==> config.mk <==
export PLATFORM = sky130hd
export DESIGN_NAME = dtw_ref_stream_reader_flat
export DESIGN_NICKNAME = d
export VERILOG_FILES = /design/src/rtl/dtw_ref_stream_reader_if.sv /design/src/rtl/dtw_ref_stream_reader.sv /design/src/flat_wrapper.sv
export SDC_FILE = /design/constraint.sdc
export NUM_CORES = 1
export LEC_CHECK = 0
export CORE_MARGIN = 5
export CORE_UTILIZATION = 46
export CTS_CLUSTER_SIZE = 12
export DETAILED_ROUTE_END_ITERATION = 7
export PLACE_DENSITY = 0.87
export REMOVE_ABC_BUFFERS = 1
export SYNTH_ARGS = -nofsm -noshare
export SYNTH_HDL_FRONTEND = slang
export SYNTH_SLANG_ARGS = --single-unit
==> constraint.sdc <==
create_clock -name clk -period 2.9 [get_ports clk]
set_input_delay 0.725 -clock clk [delete_from_list [all_inputs] [get_ports clk]]
set_output_delay 0.725 -clock clk [all_outputs]
set_load 0.1 [all_outputs]
==> src/rtl/dtw_ref_stream_reader_if.sv <==
// Output stream bundle of the DTW reference reader: data, valid, last and
// the downstream ready that closes the handshake.
interface dtw_ref_stream_reader_if #(
    parameter int width = 16
);
    logic [width-1:0] m_data;
    logic             m_valid;
    logic             m_last;
    logic             m_ready;

    modport master (output m_data, output m_valid, output m_last, input m_ready);
    modport slave  (input m_data, input m_valid, input m_last, output m_ready);
endinterface

==> src/rtl/dtw_ref_stream_reader.sv <==
// Read-side engine for the DTW reference BRAM. Walks len addresses from
// base_addr, absorbs the 1-cycle BRAM read latency and presents the words as
// a valid/ready stream through a 2-entry buffer. Read issue is credit-based:
// buffered words plus the word in flight never exceed the buffer depth.
module dtw_ref_stream_reader #(
    parameter int width  = 16,
    parameter int ptrWid = 18
) (
    input  logic                clk,
    input  logic                rst_n,
    input  logic                start,
    input  logic [ptrWid-1:0]   base_addr,
    input  logic [ptrWid:0]     len,
    output logic                busy,
    output logic                done,
    output logic [ptrWid-1:0]   mem_addr,
    input  logic [width-1:0]    mem_rdata,
    dtw_ref_stream_reader_if.master strm
);

    typedef enum logic [1:0] {
        IDLE  = 2'd0,
        READ  = 2'd1,
        DRAIN = 2'd2,
        DONE  = 2'd3
    } state_t;

    state_t             state_reg;
    state_t             state_next;

    logic [ptrWid:0]    remaining_reg;
    logic               inflight_reg;
    logic               inflight_last_reg;

    logic [width-1:0]   fifo_data_reg [2];
    logic               fifo_last_reg [2];
    logic [1:0]         fifo_count_reg;

    logic               fifo_valid;
    logic               pop;
    logic               push;
    logic [2:0]         occ_after_pop;
    logic               issue;
    logic               issue_last;

    assign fifo_valid    = (fifo_count_reg != 2'd0);
    assign pop           = fifo_valid & strm.m_ready;
    assign push          = inflight_reg;
    // Occupancy the buffer will have to absorb if a read is issued now:
    // what it holds, plus the word already on the BRAM output, minus a pop.
    assign occ_after_pop = {1'b0, fifo_count_reg} + {2'b00, inflight_reg} - {2'b00, pop};
    assign issue         = (state_reg == READ) && (occ_after_pop < 3'd2);
    assign issue_last    = issue && (remaining_reg == {{ptrWid{1'b0}}, 1'b1});

    // State register.
    always_ff @(posedge clk or negedge rst_n) begin
        if (!rst_n) state_reg <= IDLE;
        else        state_reg <= state_next;
    end

    // Next-state logic.
    always_comb begin
        state_next = state_reg;
        case (state_reg)
            IDLE:    if (start) state_next = (len == '0) ? DONE : READ;
            READ:    if (issue_last) state_next = DRAIN;
            DRAIN:   if (pop && fifo_last_reg[0]) state_next = DONE;
            DONE:    state_next = IDLE;
            default: state_next = IDLE;
        endcase
    end

    // Status outputs decoded from the state.
    always_comb begin
        busy = 1'b0;
        done = 1'b0;
        case (state_reg)
            READ, DRAIN: busy = 1'b1;
            DONE:        done = 1'b1;
            default:     ;
        endcase
    end

    // Address walk, remaining count and in-flight tracking.
    always_ff @(posedge clk or negedge rst_n) begin
        if (!rst_n) begin
            mem_addr          <= '0;
            remaining_reg     <= '0;
            inflight_reg      <= 1'b0;
            inflight_last_reg <= 1'b0;
        end else begin
            inflight_reg      <= issue;
            inflight_last_reg <= issue_last;
            if (state_reg == IDLE && start) begin
                mem_addr      <= base_addr;
                remaining_reg <= len;
            end else if (issue) begin
                mem_addr      <= mem_addr + ptrWid'(1);
                remaining_reg <= remaining_reg - {{ptrWid{1'b0}}, 1'b1};
            end
        end
    end

    // Two-entry shift buffer; slot 0 is always the head so m_data only
    // moves on a pop or when a word lands in an empty buffer.
    always_ff @(posedge clk or negedge rst_n) begin
        if (!rst_n) begin
            fifo_data_reg[0] <= '0;
            fifo_data_reg[1] <= '0;
            fifo_last_reg[0] <= 1'b0;
            fifo_last_reg[1] <= 1'b0;
            fifo_count_reg   <= 2'd0;
        end else begin
            if (push && pop) begin
                if (fifo_count_reg == 2'd1) begin
                    fifo_data_reg[0] <= mem_rdata;
                    fifo_last_reg[0] <= inflight_last_reg;
                end else begin
                    fifo_data_reg[0] <= fifo_data_reg[1];
                    fifo_last_reg[0] <= fifo_last_reg[1];
                    fifo_data_reg[1] <= mem_rdata;
                    fifo_last_reg[1] <= inflight_last_reg;
                end
            end else if (push) begin
                if (fifo_count_reg == 2'd0) begin
                    fifo_data_reg[0] <= mem_rdata;
                    fifo_last_reg[0] <= inflight_last_reg;
                end else begin
                    fifo_data_reg[1] <= mem_rdata;
                    fifo_last_reg[1] <= inflight_last_reg;
                end
                fifo_count_reg <= fifo_count_reg + 2'd1;
            end else if (pop) begin
                fifo_data_reg[0] <= fifo_data_reg[1];
                fifo_last_reg[0] <= fifo_last_reg[1];
                fifo_count_reg   <= fifo_count_reg - 2'd1;
            end
        end
    end

    assign strm.m_data  = fifo_data_reg[0];
    assign strm.m_valid = fifo_valid;
    assign strm.m_last  = fifo_valid & fifo_last_reg[0];

endmodule

==> src/flat_wrapper.sv <==
// flat-port wrapper written by rule: the top's interface ports become plain ports
module dtw_ref_stream_reader_flat 
#(
    parameter int width  = 16,
    parameter int ptrWid = 18
)
  (clk, rst_n, start, base_addr, len, busy, done, mem_addr, mem_rdata, strm_m_data, strm_m_valid, strm_m_last, strm_m_ready);
  dtw_ref_stream_reader_if #(.width(width)) strm_i ();
  input  logic clk;
  input  logic rst_n;
  input  logic start;
  input  logic [ptrWid-1:0] base_addr;
  input  logic [ptrWid:0] len;
  output logic busy;
  output logic done;
  output logic [ptrWid-1:0] mem_addr;
  input  logic [width-1:0] mem_rdata;
  output wire logic [$bits(strm_i.m_data)-1:0] strm_m_data;
  output wire logic [$bits(strm_i.m_valid)-1:0] strm_m_valid;
  output wire logic [$bits(strm_i.m_last)-1:0] strm_m_last;
  input wire logic [$bits(strm_i.m_ready)-1:0] strm_m_ready;
  assign strm_m_data = strm_i.m_data;
  assign strm_m_valid = strm_i.m_valid;
  assign strm_m_last = strm_i.m_last;
  assign strm_i.m_ready = strm_m_ready;
  dtw_ref_stream_reader #(.width(width), .ptrWid(ptrWid)) u_core (.clk(clk), .rst_n(rst_n), .start(start), .base_addr(base_addr), .len(len), .busy(busy), .done(done), .mem_addr(mem_addr), .mem_rdata(mem_rdata), .strm(strm_i));
endmodule
==> results.md, run 1 <==
* Status: complete, no violations
* Library cells used by synthesis at 39
* Met3 WL at 502 um
* Drt first pass iters at 4
* R2R setup slack at 0.1 ns
* Hold-fix buffers, CTS at 0
* Wirelength per Cell at 15.4 um
* H-Tree Depth at 3
* Most frequent cells in the layout: 77 x dfrtp_1, 65 x buf_4, 57 x nor2_1, 54 x clkdlybuf4s50_1, 37 x a21oi_1
* RSZ-0062 raised after global routing: true
* Post-Route WL at 9.80 mm
* Num Clock Sinks at 77
* Post-synth EDFFs at 0
* Global-route wire length before repair at 16.8 mm
* DR top layer: met4
* Final period utilization at 0.967
* Antenna Cells at 0
* Hold Path Stages at 2
* Sequential-to-total area share from yosys stat at 0.463
* Fin. Hold Viols at 0
* Syn_area_per_cell at 9.81 um2
* Final nets at 593
* Fin. max-slew vios at 0
* Final setup vio count at 0
* Clock Latency Late Sink at 0.34 ns
* Core area at 0.00876 mm2
* Core Rows at 34
* Maxcap violations at 0
* Vias at 3397
* Fmax at 357 MHz
* Max reg flops at 19
* Post-layout minimum cycle time at 2.80 ns
* Worst Path Max Fanout at 4
* Pin count of the biggest net entering global routing at 78
* Area delta synth->final at 32.7%
* Drt drc at 0
* Setup CP Type: reg2reg
* Num ports at 95
* YS warnings at 0
* IO buf count at 94
* Clock transition at path regs at 0.08 ns
* Worst rel slew slack at 0.355
* Share of cells above drive strength 1 at 0.229
* Worst slew pin tran at 0.967 ns
* Inserted Clock Buffers at 9
* Placer Congestion at 0.813
* Clock root buffer: clkbuf_8
* GRT Util Overall at 0.183
* Synth Flop Type: dfrtp_1
* CP arrival at 3.08 ns
* Initial antenna violation count at 0
* Critical Path End Type: flop
* CTS tree: yes
* Synth async-reset ratio at 1.00
* Vias in the first global route at 3597
* Post-synthesis sequential element count at 77
* Die X-Extent at 105 um
* Hold WS at 0.483 ns
* Final HPWL DP at 6.98 mm
* HP Class: reg2reg
* Post-Route M1 WL at 4.04 mm
* Cell area after synthesis at 0.00416 mm2
* Commonest non-fill, non-tap cell in the layout: dfrtp_1
* Vias per cell at 5.33
* Startpoint types: flop
* Depth of the most critical reg-to-reg path at 11
* Initial drt markers at 116
* Mapped Cells at 424
* Grt ovf at 0
* Clock skew at 0.00989 ns
* WL met2 at 5.11 mm
* Die outline height at 105 um
* Bufs on Longest Clock Path at 2
* ANT nets after route at 0
* WP data required at 3.17 ns
* Layout fillers at 708
* Initial Utilization at 0.475
* Die area at 0.0110 mm2
-- routing by layer --
layer	global-route usage	vias to the layer above
met5	0	-
met4	0.0603	0
met3	0.0395	14
met2	0.318	100
met1	0.224	1623
li1	-	1660
-- worst max-delay path, stage by stage, from the launching register on --
cell and delay, ns:
dfrtp_1 0.39, inv_2 0.06, ha_4 0.17, nor2b_4 0.14
xnor2_2 0.14, nand2_1 0.11, fa_1 0.51, and4bb_2 0.31
and2_4 0.17, nand4b_1 0.13, or4_1 0.43, a31oi_1 0.17
-- logic make-up (layout without fill, tap and decap cells) --
family | count (synthesis) | after routing | share of synthesized area
xor+xnor | 37 | 37 | 0.0779
compound gates | 69 | 69 | 0.0948
buf+inv | 45 | 150 | 0.0560
mux | 38 | 38 | 0.0969
fa+ha+maj | 11 | 11 | 0.0349
flops | 77 | 77 | 0.463
simple gates | 147 | 147 | 0.176
-- final timing paths --
| check | from | end |
|---|---|---|
| min in group asynchronous | rst_n | u_core.strm.m_data[12] |
| max reg2reg | u_core.fifo_count_reg[0] | u_core.remaining_reg[10] |
| min reg2reg | u_core.strm.m_data[8] | u_core.strm.m_data[8] |
| max | u_core.fifo_count_reg[0] | u_core.remaining_reg[10] |
| min | u_core.strm.m_data[8] | u_core.strm.m_data[8] |
| max in group asynchronous | rst_n | u_core.mem_addr[0] |
-- area by class of cell --
cell class / instances / area (um2) / area share
clock buffers: 11 / 151 / 0.0274
clock inverters: 4 / 95.1 / 0.0172
inverters: 11 / 41.3 / 0.00748
multi-input cells: 302 / 2070 / 0.374
flip-flops and latches: 77 / 1930 / 0.349
well taps: 108 / 135 / 0.0245
repair buffers: 124 / 1100 / 0.200
-- through the flow --
stage          std cells  utilization  setup slack (ns)  instance area [um2]  TNS [ns]
2_1_floorplan        390            -            -0.742                 3970    -22.86
3_3_place_gp         621        0.594            -0.680                 5200    -17.83
3_5_place_dp         621        0.594            -0.736                 5200    -20.35
4_1_cts              637        0.628            0.0825                 5500         0
5_1_grt              637        0.630           -0.0481                 5520   -0.0481
6_report             637        0.630            0.0968                 5520         0
-- synthesized netlist by cell type (3+ instances only) --
cell      number  area, um2
dfrtp_1       77       1930
nor2_1        57        214
a21oi_1       37        185
nand2_1       27        101
xnor2_1       21        184
mux2i_1       20        200
mux2_2        18        203
o21ai_0       18       90.1
buf_4         16        120
xor2_1        16        140
clkbuf_1      14       52.6
inv_1         11       41.3
ha_1          10        125
nand3_1       10       50.1
or3_1         10       62.6
a221oi_1       7       61.3
nor4_1         7       43.8
nand4_1        6       37.5
nor3_1         6       30.0
and2_1         4       25.0
and3_1         3       18.8
buf_2          3       15.0
nor2b_1        3       18.8
nor3_2         3       30.0
-- what timing repair did --
action                                  CTS  global route
endpoints found under the setup margin   38            15
pin swaps                                 1             1
gates resized for setup                   9             7
buffers inserted                          1             0
Power of run 1 is left out: the tool's default activity adds up to more than one toggle a clock period on the data nets, which glitch-free logic cannot reach.
==> inputs of run 2 (changes only) <==
Settings changed: REMOVE_ABC_BUFFERS 1 to default, TNS_END_PERCENT from default to 50.
==> run 2 against run 1 <==
Worst hold slack got worse by 0.090 ns. Sequential share of layout area up 0.17 points. Non-clock buffer count unchanged. Flip-flop and latch count did not move. Clock-buffer cell count down 1. Global-route usage down 0.65 points. Largest cell class unchanged. Routed wire length increased by 1.2%. Highest routed layer unchanged. Core utilization shrank 0.27 points. Via count is 0.85% higher.
==> results.md, run 2 (synthesis gave the netlist of run 1 again) <==
* Initial Utilization at 0.475 (unchanged)
* CP arrival at 3.06 ns (-0.02 ns)
* Clock skew at 0.00956 ns (-0.000327 ns)
* Die area at 0.0110 mm2 (unchanged)
* Final setup vio count at 0 (unchanged)
* Share of cells above drive strength 1 at 0.245 (+0.0165)
* Drt first pass iters at 4 (unchanged)
* Core area at 0.00876 mm2 (unchanged)
* CTS tree: yes
* Final period utilization at 0.979 (+0.0126)
* Initial antenna violation count at 0 (unchanged)
* Setup CP Type: in2reg
* Die outline height at 105 um (unchanged)
* Global-route wire length before repair at 16.3 mm (-3.2%)
* Startpoint types: input port
* Inserted Clock Buffers at 9 (unchanged)
* Num ports at 95 (unchanged)
* GRT Util Overall at 0.176 (-0.00648)
* RSZ-0062 raised after global routing: true
* Pin count of the biggest net entering global routing at 52 (-33%)
* Clock Latency Late Sink at 0.34 ns (about the same)
* Post-Route WL at 9.91 mm (+1.2%)
* Wirelength per Cell at 15.5 um (+1.0%)
* Clock root buffer: clkbuf_8
* Placer Congestion at 0.831 (+2.2%)
* Drt drc at 0 (unchanged)
* Final nets at 593 (unchanged)
* Post-layout minimum cycle time at 2.84 ns (+0.0364 ns)
* Depth of the most critical reg-to-reg path at 13 (+2)
* Syn_nets at 492
* Die X-Extent at 105 um (unchanged)
* Most frequent cells in the layout: 76 x dfrtp_1, 66 x buf_4, 56 x nor2_1, 54 x clkdlybuf4s50_1, 37 x a21oi_1
* Layout fillers at 715 (+0.99%)
* H-Tree Depth at 3 (unchanged)
* Clock transition at path regs at 0.08 ns (about the same)
* Vias per cell at 5.37 (+0.70%)
* Bufs on Longest Clock Path at 2 (unchanged)
* Status: complete, no violations
* Final Util at 0.627 (-0.00271)
* HP Class: in2async
* Hold-fix buffers, CTS at 0 (unchanged)
* Area delta synth->final at 32.2%
* Fmax at 352 MHz (-1.3%)
* Final HPWL DP at 7.25 mm (+3.9%)
* Maxcap violations at 0 (unchanged)
* Reg2Reg Capture Point: u_core.mem_addr[14]
* Grt ovf at 0 (unchanged)
* Worst Path Max Fanout at 6 (+2)
* Worst slew pin tran at 0.632 ns (-0.335 ns)
* Initial drt markers at 125 (+7.8%)
* IO buf count at 94 (unchanged)
* Vias in the first global route at 3590 (-0.19%)
* Commonest non-fill, non-tap cell in the layout: dfrtp_1
* R2R setup slack at 0.10 ns (about the same)
* WP data required at 3.12 ns (-0.05 ns)
* Num Clock Sinks at 77 (unchanged)
* Hold WS at 0.393 ns (-0.0896 ns)
* Critical Path End Type: flop
* Core Rows at 34 (unchanged)
* Fin. Hold Viols at 0 (unchanged)
* Max reg flops at 19 (unchanged)
* RR Startpoint: u_core.fifo_count_reg[0]
* Vias at 3426 (+0.85%)
* Fin. max-slew vios at 0 (unchanged)
* Antenna Cells at 0 (unchanged)
* Worst rel slew slack at 0.579 (+0.224)
* ANT nets after route at 0 (unchanged)
run 2: final cells by class:
cell class | instances | area (um2) | area share
well taps | 108 | 135 | 0.0246
multi-input cells | 302 | 2100 | 0.383
flip-flops and latches | 77 | 1930 | 0.351
clock inverters | 6 | 61.3 | 0.0112
inverters | 11 | 45.0 | 0.00819
clock buffers | 10 | 128 | 0.0232
repair buffers | 124 | 1100 | 0.199
run 2: worst max-delay path by stage:
stage,cells after the start,end,from,slack [ns]
2_1_floorplan,13,u_core.mem_addr[14],u_core.fifo_count_reg[1],-0.34
6_report,11,u_core.mem_addr[14],strm_m_ready,0.06
3_5_place_dp,11,u_core.remaining_reg[10],strm_m_ready,-0.73
5_1_grt,13,u_core.remaining_reg[15],u_core.fifo_count_reg[0],-0.05
3_3_place_gp,11,u_core.mem_addr[14],strm_m_ready,-0.66
4_1_cts,12,u_core.remaining_reg[10],u_core.fifo_count_reg[0],0.01
run 2: through the flow:
stage                     std cells  worst slack (ns)  instance area [um2]  setup TNS [ns]
after global placement          617            -0.661                 5200          -19.96
after CTS                       635            0.0109                 5450               0
after global routing            638           -0.0497                 5500         -0.0946
final                           638            0.0604                 5500               0
after detailed placement        617            -0.733                 5200          -21.94
after floorplan                 424            -0.336                 4230           -5.03
run 2: per-layer routing:
metal  global-route usage  part of all wire  vias up
met2                0.303              0.50      100
met3               0.0512             0.052       20
li1                     -                 -     1653
met5                    0                 0        -
met4               0.0484             0.017        0
met1                0.215              0.43     1653
run 2: critical path, stage by stage:
cell and delay, ns:
dlygate4sd2_1 0.26, nor2b_4 0.14, xnor2_2 0.17, nand2_1 0.10
fa_2 0.38, xor2_2 0.17, or4_4 0.52, buf_6 0.15
nor3_2 0.20, xnor2_1 0.15, a21oi_1 0.08
run 2: repair_timing:
action,CTS,global route
resized for setup,12,4
setup buffers,2,3
pin swaps,4,2
gates cloned,0,0
setup endpoints to repair,37,19
endpoints found under the hold margin,0,0
Power of run 2 is left out for the same reason.
==> inputs of run 3 (changes only) <==
Settings changed: CORE_UTILIZATION 46 to 55, PLACE_DENSITY 0.87 to 0.95.
Clock period 2.9 ns to 3.45 ns, I/O delays scaled along.
==> run 3 against run 2 <==
Die area is 15% lower. Clock skew shrank 0.0016 ns. Critical path depth shrank 1. Cell area fell by 3.2%. Sequential share of layout area increased by 1.1 points.
==> results.md, run 3 (synthesis gave the netlist of run 1 again) <==
* Clock Latency Late Sink at 0.34 ns (about the same)
* Final period utilization at 0.970
* Fin. max-slew vios at 0 (unchanged)
* Fin. Hold Viols at 0 (unchanged)
* Max reg flops at 19 (unchanged)
* Grt ovf at 0 (unchanged)
* Pin count of the biggest net entering global routing at 78 (+50%)
* IO buf count at 94 (unchanged)
* Initial drt markers at 129 (+3.2%)
* R2R setup slack at 0.34 ns (+0.24 ns)
* Drt first pass iters at 4 (unchanged)
* Final setup vio count at 0 (unchanged)
* Hold WS at 0.490 ns (+0.0965 ns)
* Place WS at -0.331 ns (+0.402 ns)
* Final Util at 0.730 (+0.103)
* Status: complete, no violations
* Critical Path Max Stage Delay at 0.60 ns (+0.08 ns)
* Worst slew pin tran at 1.23 ns (+0.599 ns)
* Inserted Clock Buffers at 9 (unchanged)
* Crit path to: u_core.mem_addr[12]
* Most frequent cells in the layout: 77 x dfrtp_1, 61 x buf_4, 57 x nor2_1, 55 x clkdlybuf4s50_1, 37 x a21oi_1
* CTS tree: yes
* Final nets at 585 (-1.3%)
* Syn_nets at 492 (unchanged)
* Core Rows at 31 (-8.8%)
* Worst rel slew slack at 0.180 (-0.399)
* Vias at 3437 (+0.32%)
* Post-CTS setup buffer count at 0 (-2)
* Clock transition at path regs at 0.08 ns (about the same)
* Vias in the first global route at 3461 (-3.6%)
* Depth of the most critical reg-to-reg path at 11 (-2)
* ANT nets after route at 0 (unchanged)
* Commonest non-fill, non-tap cell in the layout: dfrtp_1
* H-Tree Depth at 3 (unchanged)
* WP data required at 3.67 ns (+0.55 ns)
* Maxcap violations at 0 (unchanged)
* Clock skew at 0.00795 ns (-0.00161 ns)
* Global-route wire length before repair at 15.9 mm (-2.5%)
* RSZ-0062 raised after global routing: true
* Area delta synth->final at 27.9%
* Die area at 0.00940 mm2 (-15%)
* Final HPWL DP at 6.81 mm (-6.1%)
* Worst Path Max Fanout at 6 (unchanged)
* GRT Util Overall at 0.200 (+0.0238)
* Num Clock Sinks at 77 (unchanged)
* Fmax at 299 MHz
* CP delay by family, top: simple AND/OR/NAND/NOR gates
* Initial antenna violation count at 0 (unchanged)
* Post-Route WL at 9.38 mm (-5.4%)
* Post-route setup slack at 0.103 ns (+0.0428 ns)
* Reg2Reg Capture Point: u_core.mem_addr[12]
* Vias per cell at 5.54 (+3.2%)
* RR Startpoint: u_core.fifo_count_reg[1]
* HP Class: reg2reg
* Bufs on Longest Clock Path at 2 (unchanged)
* Die X-Extent at 97.0 um (-7.7%)
* Startpoint types: input port
* Core area at 0.00729 mm2 (-17%)
* Critical Path End Type: flop
* Num ports at 95 (unchanged)
* Critical Path Slowest Stage Cell: or4_4
* Share of cells above drive strength 1 at 0.207 (-0.0380)
* Clock root buffer: clkbuf_8
* Drt drc at 0 (unchanged)
* CP arrival at 3.57 ns (+0.51 ns)
* Initial Utilization at 0.570 (+0.0958)
* Setup CP Type: in2reg
* Crit path buf inv count at 1 (-1)
* Crit path cell chain: clkdlybuf4s50_1, nor2b_1, xnor2_1, nand2_1, fa_1, nand2_1, or4_4, nor3_2, xnor2_1, a21oi_1
* Wirelength per Cell at 15.1 um (-2.7%)
* Cell depth of the worst setup path at 10 (-1)
* Crit path launch: strm_m_ready
* Die outline height at 97.0 um (-7.7%)
* Post-layout minimum cycle time at 3.35 ns
* Placer Congestion at 0.831 (about the same)
* Antenna Cells at 0 (unchanged)
-- run 3: worst reg2reg max path, cell delays in order (launching register included) --
cell and delay, ns:
dfrtp_1 0.50, inv_1 0.10, ha_1 0.23, nor2b_1 0.19, xnor2_1 0.21, nand2_1 0.12, fa_1 0.51, nand2_1 0.08
or4_4 0.60, nor3_2 0.22, xnor2_1 0.15, a21oi_1 0.09
-- run 3: metal layers --
| metal | vias to the layer above | wire length [um] | global-route usage |
|---|---|---|---|
| met5 | - | 0 | 0 |
| met4 | 0 | 125 | 0.0648 |
| met3 | 12 | 527 | 0.0475 |
| met2 | 106 | 4740 | 0.341 |
| met1 | 1677 | 3990 | 0.249 |
| li1 | 1642 | - | - |
-- run 3: worst min path at each step --
stage / start / end / slack, ns / cells past startpoint
final: u_core.strm.m_data[3] / u_core.strm.m_data[3] / 0.49 / 2
after global placement: u_core.strm.m_data[3] / u_core.strm.m_data[3] / 0.46 / 2
after CTS: u_core.strm.m_data[10] / u_core.strm.m_data[10] / 0.49 / 2
after floorplan: u_core.strm.m_data[10] / u_core.strm.m_data[10] / 0.45 / 2
after global routing: u_core.fifo_data_reg[4] / u_core.fifo_data_reg[4] / 0.53 / 1
after detailed placement: u_core.strm.m_data[10] / u_core.strm.m_data[10] / 0.47 / 2
-- run 3: final cells by class --
cell class	count	area, um2
Sequential cell	77	1930
Clock buffer	11	151
Clock inverter	4	47.5
Inverter	11	45.0
Timing Repair Buffer	116	1010
Fill cell	536	1970
Multi-Input combinational cell	302	2020
Tap cell	99	124
-- run 3: through the flow --
| step | cells | instance area [um2] | TNS, ns |
|---|---|---|---|
| global route | 620 | 5320 | -0.00455 |
| CTS | 620 | 5310 | 0 |
| detailed placement | 605 | 5110 | -4.98 |
| global placement | 605 | 5110 | -2.99 |
| finish | 620 | 5320 | 0 |
| floorplan | 424 | 4160 | 0 |
-- run 3: what timing repair did --
action | in CTS | in global routing
setup endpoints to repair | 0 | 17
resized for setup | 0 | 3
hold buffers | 0 | 0
Power of run 3 is left out for the same reason.
